### config.mk
export PLATFORM = sky130hd
export DESIGN_NAME = uart_rx_frame_ctrl
export DESIGN_NICKNAME = d
export VERILOG_FILES = /design/src/rtl/uart_rx_frame_ctrl.sv
export SDC_FILE = /design/constraint.sdc
export NUM_CORES = 1
export LEC_CHECK = 0
export ABC_CLOCK_PERIOD_IN_PS = 3200
export BUFFER_PORTS_ARGS = -buffer_cell sky130_fd_sc_hd__buf_2
export CAP_MARGIN = 5
export CORE_MARGIN = 1
export CORE_UTILIZATION = 40
export DETAILED_ROUTE_END_ITERATION = 16
export PLACE_DENSITY = 0.67
export SYNTH_ARGS = -nofsm -noshare
export SYNTH_HDL_FRONTEND = slang
export SYNTH_SLANG_ARGS = --single-unit
### constraint.sdc
create_clock -name uart_clock -period 3.2 [get_ports uart_clock]
set_input_delay 0.48 -clock uart_clock [delete_from_list [all_inputs] [get_ports uart_clock]]
set_output_delay 0.48 -clock uart_clock [all_outputs]
set_load 0.05 [all_outputs]
### src/rtl/uart_rx_frame_ctrl.sv
// uart_rx_frame_ctrl: SOF/ADDR/LEN/payload/XOR-checksum frame controller.
// Optional inter-byte timeout enabled by defining UART_FRAME_TIMEOUT_EN.
module uart_rx_frame_ctrl #(
   parameter int unsigned MAX_LEN      = 16,
   parameter logic [7:0]  SOF_BYTE     = 8'hA5,
   parameter int unsigned TIMEOUT_CLKS = 2160
) (
   input  logic       uart_clock,
   input  logic       uart_reset,
   input  logic [7:0] rx_data,
   input  logic       rx_valid,
   output logic [7:0] frm_addr,
   output logic [7:0] frm_len,
   output logic       frm_done,
   output logic [7:0] out_data,
   output logic       out_valid,
   input  logic       out_ready,
   output logic       out_last,
   output logic       frm_err,
   output logic [1:0] err_code,
   output logic       busy
);

   localparam int AW = (MAX_LEN > 1) ? $clog2(MAX_LEN) : 1;

   localparam logic [1:0] E_CSUM = 2'd0;
   localparam logic [1:0] E_LEN  = 2'd1;
   localparam logic [1:0] E_TMO  = 2'd2;
   localparam logic [1:0] E_OVR  = 2'd3;

   typedef enum logic [2:0] {
      S_IDLE,
      S_ADDR,
      S_LEN,
      S_PAYLOAD,
      S_CSUM,
      S_DRAIN
   } state_t;

   state_t     state;
   logic [7:0] hdr_addr;
   logic [7:0] len;
   logic [7:0] len_m1;
   logic [7:0] csum;
   logic [7:0] wr_ptr;
   logic [7:0] rd_ptr;
   logic [7:0] buf_mem [MAX_LEN];
   logic       tmo_hit;

   assign len_m1    = len - 8'd1;
   assign busy      = (state != S_IDLE);
   assign out_valid = (state == S_DRAIN);
   assign out_last  = out_valid && (rd_ptr == len_m1);
   assign out_data  = out_valid ? buf_mem[rd_ptr[AW-1:0]] : 8'h00;

`ifdef UART_FRAME_TIMEOUT_EN
   localparam int TW = $clog2(TIMEOUT_CLKS + 1);

   logic [TW-1:0] timer;
   logic          timed;

   assign timed   = (state == S_ADDR) || (state == S_LEN) ||
                    (state == S_PAYLOAD) || (state == S_CSUM);
   assign tmo_hit = timed && !rx_valid &&
                    (timer == TW'(TIMEOUT_CLKS - 1));

   // Inter-byte timer: restarts on every byte, runs only mid-frame
   always_ff @(posedge uart_clock) begin
      if (uart_reset || !timed || rx_valid || tmo_hit)
         timer <= '0;
      else
         timer <= timer + 1'b1;
   end
`else
   assign tmo_hit = 1'b0;

   // Timeout disabled: the parameter stays for a uniform interface only.
   if (TIMEOUT_CLKS == 0) begin : g_tmo_unused
   end
`endif

   // Payload capture; contents are only read back after a verified checksum
   always_ff @(posedge uart_clock) begin
      if (!uart_reset && state == S_PAYLOAD && rx_valid)
         buf_mem[wr_ptr[AW-1:0]] <= rx_data;
   end

   // Frame sequencing, checksum accumulation and status pulses
   always_ff @(posedge uart_clock) begin
      if (uart_reset) begin
         state    <= S_IDLE;
         hdr_addr <= 8'h00;
         len      <= 8'h00;
         csum     <= 8'h00;
         wr_ptr   <= 8'h00;
         rd_ptr   <= 8'h00;
         frm_addr <= 8'h00;
         frm_len  <= 8'h00;
         frm_done <= 1'b0;
         frm_err  <= 1'b0;
         err_code <= 2'd0;
      end else begin
         frm_done <= 1'b0;
         frm_err  <= 1'b0;
         if (tmo_hit) begin
            frm_err  <= 1'b1;
            err_code <= E_TMO;
            state    <= S_IDLE;
         end else begin
            unique case (state)
               S_IDLE: begin
                  if (rx_valid && rx_data == SOF_BYTE)
                     state <= S_ADDR;
               end
               S_ADDR: begin
                  if (rx_valid) begin
                     hdr_addr <= rx_data;
                     csum     <= rx_data;
                     state    <= S_LEN;
                  end
               end
               S_LEN: begin
                  if (rx_valid) begin
                     len    <= rx_data;
                     csum   <= csum ^ rx_data;
                     wr_ptr <= 8'h00;
                     if (rx_data > 8'(MAX_LEN)) begin
                        frm_err  <= 1'b1;
                        err_code <= E_LEN;
                        state    <= S_IDLE;
                     end else if (rx_data == 8'h00) begin
                        state <= S_CSUM;
                     end else begin
                        state <= S_PAYLOAD;
                     end
                  end
               end
               S_PAYLOAD: begin
                  if (rx_valid) begin
                     csum   <= csum ^ rx_data;
                     wr_ptr <= wr_ptr + 8'd1;
                     if (wr_ptr == len_m1)
                        state <= S_CSUM;
                  end
               end
               S_CSUM: begin
                  if (rx_valid) begin
                     if (rx_data == csum) begin
                        frm_done <= 1'b1;
                        frm_addr <= hdr_addr;
                        frm_len  <= len;
                        rd_ptr   <= 8'h00;
                        state    <= (len != 8'h00) ? S_DRAIN : S_IDLE;
                     end else begin
                        frm_err  <= 1'b1;
                        err_code <= E_CSUM;
                        state    <= S_IDLE;
                     end
                  end
               end
               S_DRAIN: begin
                  if (rx_valid) begin
                     frm_err  <= 1'b1;
                     err_code <= E_OVR;
                  end
                  if (out_ready) begin
                     rd_ptr <= rd_ptr + 8'd1;
                     if (rd_ptr == len_m1)
                        state <= S_IDLE;
                  end
               end
               default: state <= S_IDLE;
            endcase
         end
      end
   end

endmodule
==> results of run 1 <==
## cell type report
| cell class | instances | area [um2] | area share [%] |
|---|---|---|---|
| sequential | 195 | 5190 | 54.4 |
| clock buffer | 17 | 425 | 4.46 |
| timing repair buffer | 66 | 403 | 4.23 |
| clock inverter | 14 | 141 | 1.48 |
| tap | 270 | 338 | 3.54 |
| inverter | 9 | 33.8 | 0.354 |
| multi-input combinational | 396 | 3000 | 31.5 |
## sequential cells by signal (all words and copies together) (netlist names), named ones only
name / count
buf_mem: 128
csum: 8
err_code: 2
frm_addr: 8
frm_done: 1
frm_err: 1
frm_len: 8
hdr_addr: 8
len: 8
rd_ptr: 8
state: 3
wr_ptr: 8
## synth_stat cells, types with 2 or more instances
cell type / number / area [um2]
nor3_1: 18 / 90.1
a21oi_1: 52 / 260
ha_1: 7 / 87.6
o21a_1: 2 / 15.0
clkbuf_1: 30 / 113
nor4_1: 3 / 18.8
nand3_1: 9 / 45.0
a2bb2oi_1: 2 / 17.5
nor2_1: 35 / 131
buf_2: 12 / 60.1
mux2_2: 3 / 33.8
dfxtp_1: 67 / 1340
nor4b_1: 2 / 17.5
or3_1: 3 / 18.8
mux4_2: 40 / 901
o211ai_1: 10 / 75.1
nand4_1: 10 / 62.6
inv_1: 9 / 33.8
a22oi_1: 3 / 22.5
buf_1: 2 / 7.51
a311oi_1: 2 / 17.5
nor2b_1: 3 / 18.8
and3_1: 4 / 25.0
a31oi_1: 2 / 12.5
xnor2_1: 20 / 175
and2_1: 9 / 56.3
xnor3_1: 4 / 90.1
xor2_1: 10 / 87.6
edfxtp_1: 128 / 3840
nand2_1: 91 / 342
nand2b_1: 5 / 31.3
o2111ai_1: 2 / 17.5
o21ai_0: 23 / 115
a211oi_1: 2 / 15.0
## how the worst max path moves through the flow
stage / end / depth (start not counted) / slack, ns / from
floorplan: out_last / 6 / 0.38 / state[0]
global placement: out_last / 8 / 0.59 / len[0]
detailed placement: out_last / 8 / 0.55 / len[0]
CTS: out_last / 8 / 0.07 / len[0]
global route: out_last / 8 / 0.08 / len[1]
finish: out_data[7] / 5 / 0.20 / register
## per-stage QoR
stage                     hold WS (ns)  area (um2)  std cells  worst slack [ns]
final                            0.397        9530        967             0.196
after global routing             0.385        9530        967            0.0849
after CTS                        0.387        9530        967            0.0709
after detailed placement         0.452        8960        936             0.550
after global placement           0.440        8960        936             0.593
after floorplan                  0.437        8410        646             0.383
## power by group through the flow
stage	Combinational (W)	Sequential (W)	Clock [W]
floorplan	0.000559	0.00288	0
global placement	0.000733	0.00288	0
detailed placement	0.000759	0.00289	0
CTS	0.000764	0.00283	0.00208
global route	0.000836	0.00284	0.00218
finish	0.000764	0.00283	0.00205
## timing repair
item,in CTS,in global routing
setup endpoints to repair,0,1
buffers inserted,0,0
gates resized for setup,0,1
## cell families (layout without fill, tap and decap cells)
logic type               after synthesis  after routing  share of synthesized area (%)
multiplexers                          44             44                           11.2
flip-flops                           195            195                           61.7
AO/OA/AOI/OAI                        111            111                           7.93
XOR/XNOR                              34             34                           4.20
AND/OR/NAND/NOR                      200            200                           11.2
buffers and inverters                 55            106                           2.74
adder cells (fa/ha/maj)                7              7                           1.04
## per-layer routing
metal	GRT usage (%)	up-vias	wire length [um]
met4	5.72	2	258
met1	23.0	2677	8080
met3	4.13	24	741
li1	-	2485	-
met5	0	-	13
met2	30.6	134	9500
## worst min-delay path: stages
cell and delay [ns]:
buf_2 0.17, nand2_1 0.08, a21oi_1 0.05
==> results.yml, run 1 <==
status:
  status: "finished clean"
critical_path:
  crit_arrival_ns: 2.52
  end_kind: "output port"
  slowest_delay_ns: 0.58
  path_max_fanout: 32
  startpoint_type: "register"
  cpMaxStageDelayCell: "mux4_2"
  reg2reg_to: "state[2]"
  critical-path-top-delay-family: "multiplexers"
  cp_cell_sequence: "buf_12 -> mux4_2 -> mux4_2 -> and2_1 -> buf_2"
  rr_worst_depth: 8
  crit_top_cell: "mux4_2"
  cp.buffers_inverters: 2
  r2r_slack_ns: 0.73
  critPathKind: "reg -> out"
  r2r_start: "len[0]"
  cp.required_ns: 2.72
placed_design:
  post-dp-hpwl_um: 12600
  io_buffers: 42
  place_congestion: 0.847
timing:
  fin_setup_tns_ns: 0
  clock.fmax_mhz: 333
  slew_headroom_pct: 41.7
  fin_crit_sh_pct: 93.9
  worst_pin_slew_ns: 0.872
  rsz0062_at_grt: "false"
  finClkSkew_ns: 0.00952
  drv_slew: 0
  post-route-min-period_ns: 3.00
  final-setup-viol-count: 0
  finalHoldViolations: 0
die:
  ios: 43
  die_w_um: 147
  row_count: 52
  initial_core_util_pct: 41.2
  core_um2: 20400
  die_h_um: 147
  dieArea_um2: 21600
clocking:
  insertion_delay_ns: 0.43
  cts_buffers: 17
  cts_buffer_depth: 2
  cts_hold_buf: 0
  cts_tree: "built"
  root_buffer: "clkbuf_16"
  cts_sinks: 195
  path_clk_slew_ns: 0.07
  htreeDepth: 4
power_and_ir_drop:
  finalPower_w: 0.00565
  peakVddDrop_v: 0.000360
  clkPwrFrac_pct: 36.4
  switching_power_w: 0.00153
  cellLeakagePower_nw: 3.12
  power.share.switching_pct: 27.1
  power_frac_seq_pct: 50.1
  power.internal_w: 0.00412
  combPwrFrac_pct: 13.5
  power_density_nw_per_um2: 593
drt:
  drtIter0Drc: 385
  drt_pass1_iterations: 5
  ant_nets: 0
  drcViolationCount: 0
  num_vias: 5322
  viasPerCell: 5.50
  wl_per_cell_um: 19.2
  wirelength_um: 18600
logic_synthesis:
  yosysWarnings: 0
  synth-edff-count: 128
  yosys_register_bits: 195
  ys.flop_type: "edfxtp_1"
  syn_nets: 665
  syn_area_per_cell_um2: 13.0
  synth.distinct_cells: 56
  netlist_instances: 646
  syn_area_um2: 8410
  synthArstFlopShare_pct: 0
  yosysSeqAreaShare_pct: 61.7
finish:
  syn2layout_area_growth_pct: 13.3
  final_common_cell: "edfxtp_1"
  final_util_pct: 46.6
  fin_nets: 704
  drive_gt1_share_pct: 20.8
  diodes: 0
  mostFrequentLayoutCells: "128 x edfxtp_1, 91 x nand2_1, 65 x dfxtp_1, 52 x a21oi_1, 42 x buf_2"
  fillers: 1836
global_routing:
  grt_pass1_vias: 5295
  grt_pass1_wl_um: 29300
  grt_overflow: 0
  grt_max_degree: 65
  antenna_found_initial: 1
  grt_usage_pct: 18.1
job:
  maxCapViolCount: 0
min_path:
  hold_start: "rx_data[3]"
  hp-class: "in -> reg"
  holdPathEnd: "len[3]"
  min_path_cells: 3
No activity file was read; power rests on OpenSTA's default activity.
==> run 2, diff against run 1 <==
--- a/config.mk
+++ b/config.mk
@@ -12,6 +12,7 @@
 export CORE_UTILIZATION = 40
 export DETAILED_ROUTE_END_ITERATION = 16
 export PLACE_DENSITY = 0.67
+export SETUP_SLACK_MARGIN = 0.4
 export SYNTH_ARGS = -nofsm -noshare
 export SYNTH_HDL_FRONTEND = slang
 export SYNTH_SLANG_ARGS = --single-unit
==> run 2 against run 1 <==
Against the previous run:
- sequential power about the same
- critical path type unchanged
- highest routed layer unchanged
- register-to-register slack worse by 0.02 ns
- cell count up 1.1%
- clock-buffer cell count up 1
- largest cell class unchanged
==> results.yml, run 2 (synthesized netlist as in run 1, its figures left out) <==
placed_design:
  placedCellCount: 940
  pre_cts_ws_ns: 0.495
  io_buffers: 42
  post-dp-hpwl_um: 12400
  place_congestion: 0.817
drt:
  drt_pass1_iterations: 4
  wirelength_um: 19600
  drtIter0Drc: 436
  num_vias: 5507
  viasPerCell: 5.63
  ant_nets: 0
  drcViolationCount: 0
  wl_per_cell_um: 20.0
min_path:
  hp-class: "in -> reg"
die:
  dieArea_um2: 21600
  die_h_um: 147
  core_um2: 20400
  ios: 43
  row_count: 52
  die_w_um: 147
  initial_core_util_pct: 41.2
job:
  maxCapViolCount: 0
clocking:
  cts_sinks: 195
  insertion_delay_ns: 0.43
  cts_buffer_depth: 2
  path_clk_slew_ns: 0.07
  htreeDepth: 4
  cts_tree: "built"
  cts_buffers: 17
  root_buffer: "clkbuf_16"
  cts_hold_buf: 0
finish:
  drive_gt1_share_pct: 23.7
  final_common_cell: "edfxtp_1"
  mostFrequentLayoutCells: "128 x edfxtp_1, 91 x nand2_1, 64 x dfxtp_1, 52 x a21oi_1, 40 x mux4_2"
  syn2layout_area_growth_pct: 16.9
  final_util_pct: 48.1
  fin_nets: 714
  layout.cells.non_filler: 978
  diodes: 0
  largest_register_ffs: 128
  fillers: 1757
timing:
  rsz0062_at_grt: "true"
  drv_slew: 0
  fin_ws_ns: 0.285
  final-setup-viol-count: 0
  finClkSkew_ns: 0.0115
  clock.fmax_mhz: 343
  fin_setup_tns_ns: 0
  post-route-min-period_ns: 2.91
  slew_headroom_pct: 43.4
  worst_pin_slew_ns: 0.847
  finalHoldViolations: 0
  fin_crit_sh_pct: 91.1
critical_path:
  end_kind: "output port"
  cp_cell_sequence: "inv_1 -> ha_1 -> xnor2_1 -> a311oi_1 -> o21a_1 -> nand3_1 -> nor2_2 -> buf_4"
  cp.buffers_inverters: 2
  cpMaxStageDelayCell: "dfxtp_4"
  crit_arrival_ns: 2.43
  critical-path-top-delay-family: "compound AO/OA/AOI/OAI gates"
  path_max_fanout: 7
  slowest_delay_ns: 0.42
  r2r_slack_ns: 0.71
  cp.required_ns: 2.72
  critPathKind: "reg -> out"
  startpoint_type: "register"
global_routing:
  grt_pass1_wl_um: 30700
  gr-usage-met3_pct: 3.85
  grt_overflow: 0
  use_met2_pct: 32.8
  met1_usage_pct: 23.9
  antenna_found_initial: 1
  grt_usage_pct: 18.9
  grt_max_degree: 65
  grt_pass1_vias: 5441
  grt-busiest-layer: "met2"
status:
  status: "finished clean"
power_and_ir_drop:
  peakVddDrop_v: 0.000364
  power.share.switching_pct: 27.4
  switching_power_w: 0.00160
  clkPwrFrac_pct: 37.8
  cellLeakagePower_nw: 3.24
  power.internal_w: 0.00425
  power_density_nw_per_um2: 595
  power_frac_seq_pct: 48.4
  combPwrFrac_pct: 13.8
run 2: routing by layer:
layer  up-vias  wire length (um)
li1       2501                 -
met1      2754              7890
met2       224             10100
met3        26              1240
met4         2               306
met5         -                13
run 2: power by group through the flow:
stage / clock network [W] / logic (W) / registers (W)
5_1_grt: 0.00234 / 0.000876 / 0.00284
3_3_place_gp: 0 / 0.000732 / 0.00288
4_1_cts: 0.00224 / 0.000802 / 0.00283
3_5_place_dp: 0 / 0.000756 / 0.00289
2_1_floorplan: 0 / 0.000559 / 0.00288
6_report: 0.00221 / 0.000807 / 0.00283
run 2: worst register-to-register path, delay by kind of cell (launching register included):
family	cells	cell delay (ns)
AO/OA/AOI/OAI	2	0.25
buffers and inverters	1	0.28
flip-flops	1	0.53
AND/OR/NAND/NOR	4	1.28
run 2: area by class of cell:
class                           count  area, um2  area share, %
Clock buffer                       18        429           4.37
Clock inverter                     14        188           1.91
Inverter                            9       33.8          0.344
Multi-Input combinational cell    396       3030           30.8
Sequential cell                   195       5190           52.8
Tap cell                          270        338           3.44
Timing Repair Buffer               76        618           6.29
run 2: path summary, 6_finish.rpt:
kind / startpoint / end / depth (start not counted)
setup / recovery: len[0] / out_last / 8
hold / removal: rx_data[2] / len[2] / 3
setup reg to reg: state[0] / csum[4] / 7
hold reg to reg: frm_len[6] / frm_len[6] / 2
run 2: through the flow:
| step | hold slack (ns) | total power [W] | cell area, um2 |
|---|---|---|---|
| floorplan | 0.437 | 0.00344 | 8410 |
| global placement | 0.440 | 0.00361 | 8990 |
| detailed placement | 0.444 | 0.00364 | 8990 |
| CTS | 0.376 | 0.00588 | 9820 |
| global route | 0.406 | 0.00606 | 9830 |
| finish | 0.394 | 0.00585 | 9830 |
run 2: repair_timing:
action	in CTS	in global routing
pin swaps	2	0
buffers inserted	3	0
resized for setup	36	1
cloned	3	0
setup endpoints to repair	9	9
==> run 3, diff against run 2 <==
--- a/config.mk
+++ b/config.mk
@@ -12,7 +12,7 @@
 export CORE_UTILIZATION = 40
 export DETAILED_ROUTE_END_ITERATION = 16
 export PLACE_DENSITY = 0.67
-export SETUP_SLACK_MARGIN = 0.4
+export SETUP_SLACK_MARGIN = 0.15
 export SYNTH_ARGS = -nofsm -noshare
 export SYNTH_HDL_FRONTEND = slang
 export SYNTH_SLANG_ARGS = --single-unit
==> constraint.sdc (replaced) <==
create_clock -name uart_clock -period 3.2 [get_ports uart_clock]
set_input_delay 0.48 -clock uart_clock [delete_from_list [all_inputs] [get_ports uart_clock]]
set_output_delay 0.48 -clock uart_clock [all_outputs]
set_load 0.02 [all_outputs]
==> run 3 against run 2 <==
Against the previous run:
- core utilization shrank 0.93 points
- sequential share of layout area grew 1.0 points
- wire length grew 0.54%
- critical path depth shrank 3
- critical path type unchanged
==> results.yml, run 3 (synthesized netlist as in run 1, its figures left out) <==
critical_path:
  startpoint_type: "register"
  critPathKind: "reg -> out"
  r2r_slack_ns: 0.77
  path_max_fanout: 12
  rr_worst_depth: 8
  reg2reg_to: "state[2]"
  cp.required_ns: 2.72
  end_kind: "output port"
  crit_arrival_ns: 2.46
  r2r_start: "len[1]"
finish:
  mostFrequentLayoutCells: "128 x edfxtp_1, 91 x nand2_1, 65 x dfxtp_1, 52 x a21oi_1, 42 x buf_2"
  final_util_pct: 47.2
  layout.cells.non_filler: 974
  final_common_cell: "edfxtp_1"
  syn2layout_area_growth_pct: 14.6
  largest_register_ffs: 128
  diodes: 0
  drive_gt1_share_pct: 22.0
  fin_nets: 710
  fin_area_um2: 9640
placed_design:
  pre_cts_ws_ns: 0.544
  io_buffers: 42
  placed_area_um2: 8950
  placedCellCount: 934
  place_congestion: 0.852
  post-dp-hpwl_um: 13000
timing:
  fin_setup_tns_ns: 0
  worst_pin_slew_ns: 0.894
  post-route-min-period_ns: 2.94
  finClkSkew_ns: 0.0104
  slew_headroom_pct: 40.2
  clock.fmax_mhz: 340
  drv_slew: 0
  final-setup-viol-count: 0
  finalHoldViolations: 0
  rsz0062_at_grt: "false"
  fin_crit_sh_pct: 91.9
  fin_ws_ns: 0.260
drt:
  ant_nets: 0
  drcViolationCount: 0
  wirelength_um: 19700
  wl_per_cell_um: 20.2
  drtIter0Drc: 413
  drt_pass1_iterations: 5
  viasPerCell: 5.57
  num_vias: 5423
clocking:
  cts_buffer_depth: 2
  root_buffer: "clkbuf_16"
  htreeDepth: 4
  cts_tree: "built"
  cts_sinks: 195
  cts_buffers: 17
  insertion_delay_ns: 0.44
  path_clk_slew_ns: 0.07
global_routing:
  grt_pass1_vias: 5398
  grt_pass1_wl_um: 30100
  antenna_found_initial: 0
  grt_overflow: 0
  grt_max_degree: 65
  grt_usage_pct: 18.7
power_and_ir_drop:
  power_density_nw_per_um2: 592
  power.internal_w: 0.00415
  power.share.switching_pct: 27.3
  peakVddDrop_v: 0.000375
  power_frac_seq_pct: 49.7
  switching_power_w: 0.00156
  cellLeakagePower_nw: 3.17
  combPwrFrac_pct: 12.6
  clkPwrFrac_pct: 37.7
die:
  row_count: 52
  ios: 43
  core_um2: 20400
  dieArea_um2: 21600
  initial_core_util_pct: 41.2
  die_w_um: 147
  die_h_um: 147
status:
  status: "finished clean"
min_path:
  hold_start: "rx_data[2]"
  hp-class: "in -> reg"
  holdPathEnd: "csum[2]"
  min_path_cells: 3
job:
  maxCapViolCount: 0
==> run 3: power by group through the flow <==
stage | combinational (W) | sequential [W] | clock (W)
after floorplan | 0.000524 | 0.00286 | 0
after global placement | 0.000671 | 0.00289 | 0
after detailed placement | 0.000698 | 0.00289 | 0
after CTS | 0.000701 | 0.00283 | 0.00219
after global routing | 0.000792 | 0.00285 | 0.00228
final | 0.000721 | 0.00284 | 0.00215
==> run 3: stage by stage <==
| step | total power (W) | hold WS [ns] |
|---|---|---|
| floorplan | 0.00339 | 0.437 |
| global placement | 0.00356 | 0.438 |
| detailed placement | 0.00359 | 0.445 |
| CTS | 0.00573 | 0.400 |
| global route | 0.00592 | 0.430 |
| finish | 0.00571 | 0.424 |
==> run 3: what timing repair did <==
item / 4_1_cts / 5_1_grt
endpoints found under the setup margin: 6 / 7
gates resized for setup: 1 / 2
setup buffers: 0 / 7
hold buffers: 0 / 0
cloned: 0 / 1
==> run 3: critical path, cell delays in order, from the launching register on <==
cell,delay [ns]
dfxtp_4,0.46
buf_12,0.19
mux4_2,0.53
mux4_2,0.50
and2_1,0.18
buf_2,0.16
==> run 3: metal layers <==
layer	part of all wire (%)	global-route usage (%)	routed length [um]	up-vias
met2	52	31.9	10200	192
met5	0	0	0	-
met3	5.8	3.76	1150	44
li1	-	-	-	2498
met4	2.6	7.73	518	0
met1	40	23.1	7840	2689
==> run 3: layout make-up <==
cell class,instances,area (um2)
fill,1792,10800
sequential,195,5190
multi-input combinational,396,3010
timing repair buffer,72,465
clock buffer,17,425
tap,270,338
clock inverter,15,180
inverter,9,33.8
==> run 3: worst max path at each step <==
stage | start | end | slack (ns) | cells past startpoint
after floorplan | state[1] | buf_mem[15][0] | 0.59 | 6
after global placement | register | out_data[6] | 0.57 | 5
after detailed placement | register | out_data[6] | 0.54 | 5
after CTS | len[0] | out_last | 0.15 | 8
after global routing | len[1] | out_last | 0.15 | 8
final | register | out_data[5] | 0.26 | 5
